===== src/rtl/dmem_arbiter.sv =====
// dmem_arbiter
//   Two-port arbiter in front of a single data memory. Each requester issues
//   load/store requests; at most one is granted per cycle and forwarded to the
//   memory port. The response (load data or store acknowledge) comes back
//   exactly one cycle after the grant. Contention is resolved by a 1-bit
//   round-robin priority register.
//
//   Build option: define DMEM_ARB_ALIGN_CHK_EN to flag misaligned half/word
//   requests. Such requests are still granted, but they are not sent to memory
//   and are answered with rspN_err=1. When the macro is not defined, every
//   request goes to memory unchecked and rspN_err stays 0.
//
// Ports
//   clock, reset               rising-edge clock, async active-high reset
//   reqN_valid/ready           request handshake (ready = combinational grant)
//   reqN_addr/write/width/sign request attributes (width 00 byte, 01 half, 1x word)
//   reqN_wdata                 store data
//   rspN_valid/rdata/err       one-cycle response pulse, held load data, error
//   mem_*                      data-memory request; reads are combinational
module dmem_arbiter #(
    parameter int ADDR_W = 32,
    parameter int DATA_W = 32
) (
    input  logic              clock,
    input  logic              reset,

    input  logic              req0_valid,
    output logic              req0_ready,
    input  logic [ADDR_W-1:0] req0_addr,
    input  logic              req0_write,
    input  logic [1:0]        req0_width,
    input  logic              req0_sign,
    input  logic [DATA_W-1:0] req0_wdata,
    output logic              rsp0_valid,
    output logic [DATA_W-1:0] rsp0_rdata,
    output logic              rsp0_err,

    input  logic              req1_valid,
    output logic              req1_ready,
    input  logic [ADDR_W-1:0] req1_addr,
    input  logic              req1_write,
    input  logic [1:0]        req1_width,
    input  logic              req1_sign,
    input  logic [DATA_W-1:0] req1_wdata,
    output logic              rsp1_valid,
    output logic [DATA_W-1:0] rsp1_rdata,
    output logic              rsp1_err,

    output logic [ADDR_W-1:0] mem_address,
    output logic              mem_read,
    output logic              mem_write,
    output logic              mem_extendSign,
    output logic [1:0]        mem_width,
    output logic [DATA_W-1:0] mem_writeInput,
    input  logic [DATA_W-1:0] mem_readResult
);

    logic prio;
    logic grant0;
    logic grant1;
    logic mis0;
    logic mis1;

`ifdef DMEM_ARB_ALIGN_CHK_EN
    assign mis0 = ((req0_width == 2'b01) && req0_addr[0]) ||
                  (req0_width[1] && (req0_addr[1:0] != 2'b00));
    assign mis1 = ((req1_width == 2'b01) && req1_addr[0]) ||
                  (req1_width[1] && (req1_addr[1:0] != 2'b00));
`else
    assign mis0 = 1'b0;
    assign mis1 = 1'b0;
`endif

    // Grants are masked by reset so that a store presented while reset rises
    // never reaches memory, even before the next clock edge.
    always_comb begin
        grant0 = 1'b0;
        grant1 = 1'b0;
        if (!reset) begin
            if (req0_valid && req1_valid) begin
                grant0 = ~prio;
                grant1 = prio;
            end else begin
                grant0 = req0_valid;
                grant1 = req1_valid;
            end
        end
    end

    assign req0_ready = grant0;
    assign req1_ready = grant1;

    always_comb begin
        mem_address    = '0;
        mem_read       = 1'b0;
        mem_write      = 1'b0;
        mem_extendSign = 1'b0;
        mem_width      = 2'b00;
        mem_writeInput = '0;
        if (grant0) begin
            mem_address    = req0_addr;
            mem_read       = ~req0_write & ~mis0;
            mem_write      = req0_write & ~mis0;
            mem_extendSign = req0_sign;
            mem_width      = req0_width;
            mem_writeInput = req0_wdata;
        end else if (grant1) begin
            mem_address    = req1_addr;
            mem_read       = ~req1_write & ~mis1;
            mem_write      = req1_write & ~mis1;
            mem_extendSign = req1_sign;
            mem_width      = req1_width;
            mem_writeInput = req1_wdata;
        end
    end

    always_ff @(posedge clock or posedge reset) begin
        if (reset) begin
            prio       <= 1'b0;
            rsp0_valid <= 1'b0;
            rsp0_rdata <= '0;
            rsp0_err   <= 1'b0;
            rsp1_valid <= 1'b0;
            rsp1_rdata <= '0;
            rsp1_err   <= 1'b0;
        end else begin
            // After a grant to 0 the next tie goes to 1, and vice versa.
            if (grant0 || grant1) begin
                prio <= grant0;
            end
            rsp0_valid <= grant0;
            rsp1_valid <= grant1;
            if (grant0) begin
                rsp0_rdata <= (!req0_write && !mis0) ? mem_readResult : '0;
                rsp0_err   <= mis0;
            end
            if (grant1) begin
                rsp1_rdata <= (!req1_write && !mis1) ? mem_readResult : '0;
                rsp1_err   <= mis1;
            end
        end
    end

endmodule

===== config.mk =====
export PLATFORM = sky130hd
export DESIGN_NAME = dmem_arbiter
export DESIGN_NICKNAME = d
export VERILOG_FILES = /design/src/rtl/dmem_arbiter.sv
export SDC_FILE = /design/constraint.sdc
export NUM_CORES = 1
export LEC_CHECK = 0
export CAP_MARGIN = 0
export CORE_MARGIN = 3
export CORE_UTILIZATION = 25
export CTS_CLUSTER_DIAMETER = 120
export CTS_CLUSTER_SIZE = 10
export DETAILED_ROUTE_END_ITERATION = 8
export GPL_ROUTABILITY_DRIVEN = 0
export PLACE_DENSITY = 0.63
export SLEW_MARGIN = 5
export SYNTH_ARGS = -nofsm -noshare
export SYNTH_HDL_FRONTEND = slang
export SYNTH_SLANG_ARGS = --single-unit

===== constraint.sdc =====
create_clock -name clock -period 5.3 [get_ports clock]
set_clock_uncertainty 0.15 [all_clocks]
set_input_delay 1.325 -clock clock [delete_from_list [all_inputs] [get_ports clock]]
set_output_delay 1.325 -clock clock [all_outputs]
set_load 0.01 [all_outputs]

==> summary.md, run 1 <==
| Metric | Value |
|---|---|
| Status | complete, no violations |
| Largest net degree at the start of global routing | 52 |
| Routed WL | 15.4 mm |
| CP Class | in2out |
| CTS resizes | 0 |
| Library cells used by synthesis | 19 |
| Clk Latency, worst-skew pair | 0.32 ns |
| Peak VDD IR | 0.000196 V |
| Fin. Hold Viols | 0 |
| Complex-gate fraction of the synthesized area | 16.3% |
| Core ar. | 14,600 um^2 |
| First-pass GRT wire length | 22.0 mm |
| Largest family of logic cells by synthesized area | multiplexers |
| CTS Buf Count | 9 |
| Dpl cell area | 6980 um^2 |
| RSZ-0062 raised after global routing | no |
| Die ar. | 16,500 um^2 |
| First drt pass iteration count | 4 |
| Routed Antenna Nets | 0 |
| CTS tree | done |
| Vias | 3,632 |
| # Post-CTS Setup Buffers | 0 |
| Overflow after GRT | 0 |
| Largest fanout on the critical path | 51 |
| Hpwl dp | 11.8 mm |
| Hold_buf cts | 0 |
| Layout Nets | 779 |
| Final Util | 50.0% |
| Syn Area/Cell | 12.2 um^2 |
| Drt initial violations | 119 |
| Fmax | 202 MHz |
| Slew HR | 41.6% |
| Register area share after synthesis | 44.7% |
| Tmin final | 4.94 ns |
| Mapped Area | 3750 um^2 |
| Vias in the first global route | 3,760 |
| Endpoints failing setup | 0 |
| H-tree levels | 3 |
| Yosys warning count | 0 |
| Vias per Instance | 4.57 |
| Xor and xnor fraction of the mapped netlist area | 0% |
| Slew @ Worst Pin | 0.875 ns |
| Rows | 44 |
| Overall Global Routing Usage | 17.3% |
| Post-Synthesis Cells | 308 |
| Simple-gate portion of the synthesized area | 12.2% |
| Worst EP arrival | 3.47 ns |
| Final Total Pwr | 2.01 mW |
| DRC viols | 0 |
| Routed len/inst | 19.3 um |
| Seq cells post-synth | 67 |
| Die X | 128 um |
| Final Cell Area | 7300 um^2 |
| Worst EP required | 3.83 ns |
| Clk slew on worst S/H paths | 0.05 ns |
| CP startpoint kind | primary input |
| Share of layout cells above drive strength 1 | 11.8% |
| Die height | 128 um |
| Final period utilization | 93.2% |
| IO buf count | 308 |
| Final Max Slew Viols | 0 |
| LEAKAGE | 3.05 nW |
| Hold Path Class | reg2reg |
| Clock Sinks | 67 |
| IO Pins | 311 |
| Adder-cell area share of the yosys netlist | 0% |
| Post-route setup TNS | 0 ns |
| Initial antenna violation count | 1 |
| Multiplexer share of the synthesized area | 21.3% |
| Critical Path End Type | primary output |
| Max Buffers Root-to-Sink | 2 |
| Area grow syn2layout | 94.7% |
| Total power divided by cell area | 276 nW/um^2 |
| Initial Util | 25.7% |
| Maxcap violations | 0 |
| CTS Root Cell | clkbuf_16 |
==> kinds of logic (layout without fill, tap and decap cells) <==
group / after synthesis / after routing
AO/OA/AOI/OAI: 71 / 71
buffers and inverters: 33 / 334
flip-flops: 67 / 67
multiplexers: 64 / 64
other: 1 / 3
AND/OR/NAND/NOR: 72 / 72
==> final cells by class <==
| class | instances | area, um^2 |
|---|---|---|
| Antenna cell | 1 | 2.50 |
| Fill cell | 1352 | 7290 |
| Inverter | 3 | 11.3 |
| Clock buffer | 12 | 256 |
| Timing Repair Buffer | 317 | 3180 |
| Multi-Input combinational cell | 209 | 1890 |
| Clock inverter | 2 | 60.1 |
| Tap cell | 184 | 230 |
| Sequential cell | 67 | 1680 |
==> final timing paths <==
check	cells after the start	start	endpoint	slack (ns)
worst min register to register	1	rsp0_rdata[7]	rsp0_rdata[7]	0.34
worst max-delay path	6	reset	mem_writeInput[7]	0.36
worst max register to register	4	prio	rsp1_rdata[3]	3.32
max in group asynchronous	3	reset	rsp1_rdata[3]	2.66
min in group asynchronous	2	reset	rsp1_rdata[0]	1.44
worst min-delay path	1	rsp0_rdata[7]	rsp0_rdata[7]	0.34
==> power by group <==
part / internal (mW) / switching [mW] / leakage, nW
Combinational: 0.459 / 0.253 / 2.03
Sequential: 0.601 / 0.0531 / 0.865
Clock: 0.432 / 0.214 / 0.155
Total: 1.49 / 0.520 / 3.05
==> sequential cells by signal, indices dropped and copies added (netlist names) <==
| register | count |
|---|---|
| prio | 1 |
| rsp0_rdata | 32 |
| rsp0_valid | 1 |
| rsp1_rdata | 32 |
| rsp1_valid | 1 |
==> cells in the mapped netlist <==
| master | n | area, um^2 |
|---|---|---|
| a22o_1 | 68 | 596 |
| dfrtp_1 | 67 | 1680 |
| nor2b_1 | 58 | 363 |
| mux2_2 | 26 | 293 |
| mux2_4 | 21 | 315 |
| mux2_1 | 17 | 191 |
| buf_2 | 14 | 70.1 |
| and2b_1 | 6 | 45.0 |
| buf_6 | 6 | 67.6 |
| clkbuf_1 | 6 | 22.5 |
| buf_4 | 4 | 30.0 |
| inv_1 | 3 | 11.3 |
| nand2b_1 | 3 | 18.8 |
| a21oi_1 | 2 | 10.0 |
| nand2_1 | 2 | 7.51 |
| nand3_1 | 2 | 10.0 |
| conb_1 | 1 | 3.75 |
| nor2b_4 | 1 | 13.8 |
| o21ai_0 | 1 | 5.00 |
==> critical path: stages <==
cell,delay [ns]
clkdlybuf4s50_1,0.47
nand2b_1,0.22
a21oi_4,0.17
buf_4,0.47
a22o_1,0.25
clkdlybuf4s50_1,0.55
==> placed cells by master (no fill, tap or decap), drive strengths merged <==
cell,count
clkdlybuf4s50,308
bufinv,2
clkbuf,12
nand2b,3
o21ai,1
conb,2
and2b,6
nor2b,59
mux2,64
inv,3
a22o,68
nand3,2
dfrtp,67
a21oi,2
buf,9
diode,1
nand2,2
==> metrics by stage <==
step                hold WS (ns)  cells  setup slack (ns)
finish                     0.338    795             0.360
floorplan                  0.342    309              1.66
detailed placement         0.330    780             0.364
global route               0.353    795             0.267
global placement           0.320    780             0.393
CTS                        0.345    794             0.349
==> layer usage <==
layer | GRT usage (%) | vias up | share of wire [%]
met2 | 30.2 | 151 | 51
met4 | 4.00 | 0 | 1.3
met1 | 20.7 | 1765 | 39
met5 | 0 | - | 0
met3 | 5.60 | 14 | 8.3
li1 | - | 1702 | -
No activity file was read; power rests on OpenSTA's default activity.
==> run 2, diff against run 1 <==
Settings changed: CORE_AREA set to 3 3 121 123, CORE_MARGIN 3 to not set, CORE_UTILIZATION 25 to not set, DIE_AREA set to 0 0 124 126, PLACE_DENSITY 0.63 to 0.67.
==> summary.md, run 2 (same netlist as run 1, synthesis figures left out) <==
| Metric | Value |
|---|---|
| Final period utilization | 90.4% (-2.8 points) |
| Die X | 124 um (-3.5%) |
| LEAKAGE | 3.04 nW (-0.42%) |
| Layout Nets | 778 (-0.13%) |
| Routed len/inst | 19.7 um (+1.9%) |
| Final Total Pwr | 1.96 mW (-2.8%) |
| Worst EP required | 3.83 ns (about the same) |
| GR Util met3 | 7.27% (+1.7 points) |
| DRC viols | 0 (unchanged) |
| Peak VDD IR | 0.000161 V (-18%) |
| Biggest cell delay along the critical path | 0.56 ns (about the same) |
| Routed WL | 15.6 mm (+1.4%) |
| Worst EP arrival | 3.32 ns (-0.15 ns) |
| Commonest cells after routing, fill and taps aside | clkdlybuf4s50_1, a22o_1, dfrtp_1, nor2b_1, mux2_2 |
| Clk slew on worst S/H paths | 0.06 ns (about the same) |
| Final Util | 52.8% (+2.7 points) |
| Max Buffers Root-to-Sink | 2 (unchanged) |
| Overall Global Routing Usage | 18.6% (+1.3 points) |
| Tmin final | 4.79 ns (-0.149 ns) |
| IO buf count | 308 (unchanged) |
| Most common cell after layout, fill and taps aside | clkdlybuf4s50_1 |
| Area grow syn2layout | 93.8% |
| Final Max Slew Viols | 0 (unchanged) |
| Vias per Instance | 4.59 (+0.53%) |
| Largest net degree at the start of global routing | 57 (+9.6%) |
| Die ar. | 15,600 um^2 (-5.3%) |
| Most used cell, CP | clkdlybuf4s50_1 |
| CP Class | in2out |
| Hold Path Class | reg2reg |
| Routed Antenna Nets | 0 (unchanged) |
| First drt pass iteration count | 4 (unchanged) |
| Filler instances | 1,248 (-7.7%) |
| Switch share | 27.2% (+1.4 points) |
| Clk Latency, worst-skew pair | 0.32 ns (about the same) |
| Hold_ws | 0.335 ns (-0.00261 ns) |
| Core ar. | 13,800 um^2 (-5.6%) |
| Final WS setup | 0.509 ns (+0.150 ns) |
| Cell family with most CP delay | buffers and inverters |
| Overflow after GRT | 0 (unchanged) |
| Grt peak-use layer | met2 |
| CTS Buf Count | 9 (unchanged) |
| Slew HR | 33.8% (-7.8 points) |
| First-pass GRT wire length | 22.1 mm (+0.28%) |
| Met2 usage | 33.6% (+3.4 points) |
| Critical path buffers and inverters | 3 (unchanged) |
| Leading registers by flop count | rsp0_rdata: 32 flops, rsp1_rdata: 32 flops |
| CP startpoint kind | primary input |
| Critical Path End Type | primary output |
| CTS tree | done |
| Vias in the first global route | 3,869 (+2.9%) |
| H-tree levels | 3 (unchanged) |
| Clock power share | 30.0% (-2.1 points) |
| Maxcap violations | 0 (unchanged) |
| Sequential share of power | 33.4% (+0.9 points) |
| Largest fanout on the critical path | 46 (-9.8%) |
| Share of layout cells above drive strength 1 | 11.8% (-0.019 points) |
| Initial Util | 27.2% (+1.5 points) |
| Critical Path, Cell by Cell | clkdlybuf4s50_1 > nand2b_1 > nor2b_4 > buf_12 > a22o_1 > clkdlybuf4s50_1 |
| Combinational Power Share | 36.6% (+1.2 points) |
| Hold_buf cts | 0 (unchanged) |
| DP Worst Slack | 0.506 ns (+0.142 ns) |
| Die height | 126 um (-1.9%) |
| Endpoints failing setup | 0 (unchanged) |
| CTS resizes | 0 (unchanged) |
| Clock Sinks | 67 (unchanged) |
| Initial antenna violation count | 1 (unchanged) |
| CTS Root Cell | clkbuf_16 |
| Antenna cell count | 0 (-1) |
| IO Pins | 311 (unchanged) |
| Total power divided by cell area | 269 nW/um^2 (-2.4%) |
| Fin. Hold Viols | 0 (unchanged) |
| Rows | 43 (-2.3%) |
| Met1 usage | 19.8% (-0.86 points) |
| Status | complete, no violations |
| Slowest stage cell on the critical path | clkdlybuf4s50_1 |
| Drt initial violations | 87 (-27%) |
| Slew @ Worst Pin | 0.991 ns (+0.116 ns) |
| P_sw | 0.532 mW (+2.3%) |
| Hpwl dp | 12.2 mm (+2.6%) |
| Vias | 3,633 (+0.028%) |
| RSZ-0062 raised after global routing | no |
| Fmax | 209 MHz (+3.1%) |
| Post-route setup TNS | 0 ns (unchanged) |
| Int Pwr | 1.42 mW (-4.6%) |
| # Post-CTS Setup Buffers | 0 (unchanged) |
## run 2: cell count changes in the layout (fill, tap and decap cells not counted), sizes merged
cell    before  now
diode        1    0
clkbuf      12   11
bufinv       2    1
buf          9    8
clkinv       0    4
## run 2: layout make-up
cell class | instances | area, um^2 | area share, %
clock buffer | 11 | 233 | 3.20
clock inverter | 5 | 53.8 | 0.740
inverter | 3 | 11.3 | 0.155
multi-input combinational | 209 | 1890 | 26.0
sequential | 67 | 1680 | 23.1
tap | 180 | 225 | 3.10
timing repair buffer | 316 | 3180 | 43.8
## run 2: worst paths after layout
path / startpoint / slack, ns / to / depth (start not counted)
worst max register to register: prio / 3.24 / rsp0_rdata[2] / 4
worst min-delay path: rsp0_rdata[19] / 0.34 / rsp0_rdata[19] / 1
worst max-delay path: req1_valid / 0.51 / mem_writeInput[9] / 6
min in group asynchronous: reset / 1.48 / rsp0_rdata[30] / 2
max in group asynchronous: reset / 2.67 / rsp0_rdata[15] / 3
worst min register to register: rsp0_rdata[19] / 0.34 / rsp0_rdata[19] / 1
## run 2: routing by layer
layer	wire length (um)	part of all wire, %	vias to the layer above
met5	13	0.083	-
met4	400	2.6	2
met3	1630	10	17
met2	7910	51	161
met1	5620	36	1751
li1	-	-	1702
## run 2: metrics by stage
stage	instances	instance area (um^2)
3_5_place_dp	775	6980
3_3_place_gp	775	6980
4_1_cts	791	7270
6_report	791	7270
5_1_grt	791	7270
2_1_floorplan	309	3750
## run 2: power by group through the flow
stage / registers (mW) / clock network, mW / logic (mW)
3_3_place_gp: 0.659 / 0 / 0.715
2_1_floorplan: 0.694 / 0 / 0.235
4_1_cts: 0.655 / 0.601 / 0.726
5_1_grt: 0.666 / 0.622 / 0.759
6_report: 0.653 / 0.587 / 0.716
3_5_place_dp: 0.661 / 0 / 0.722
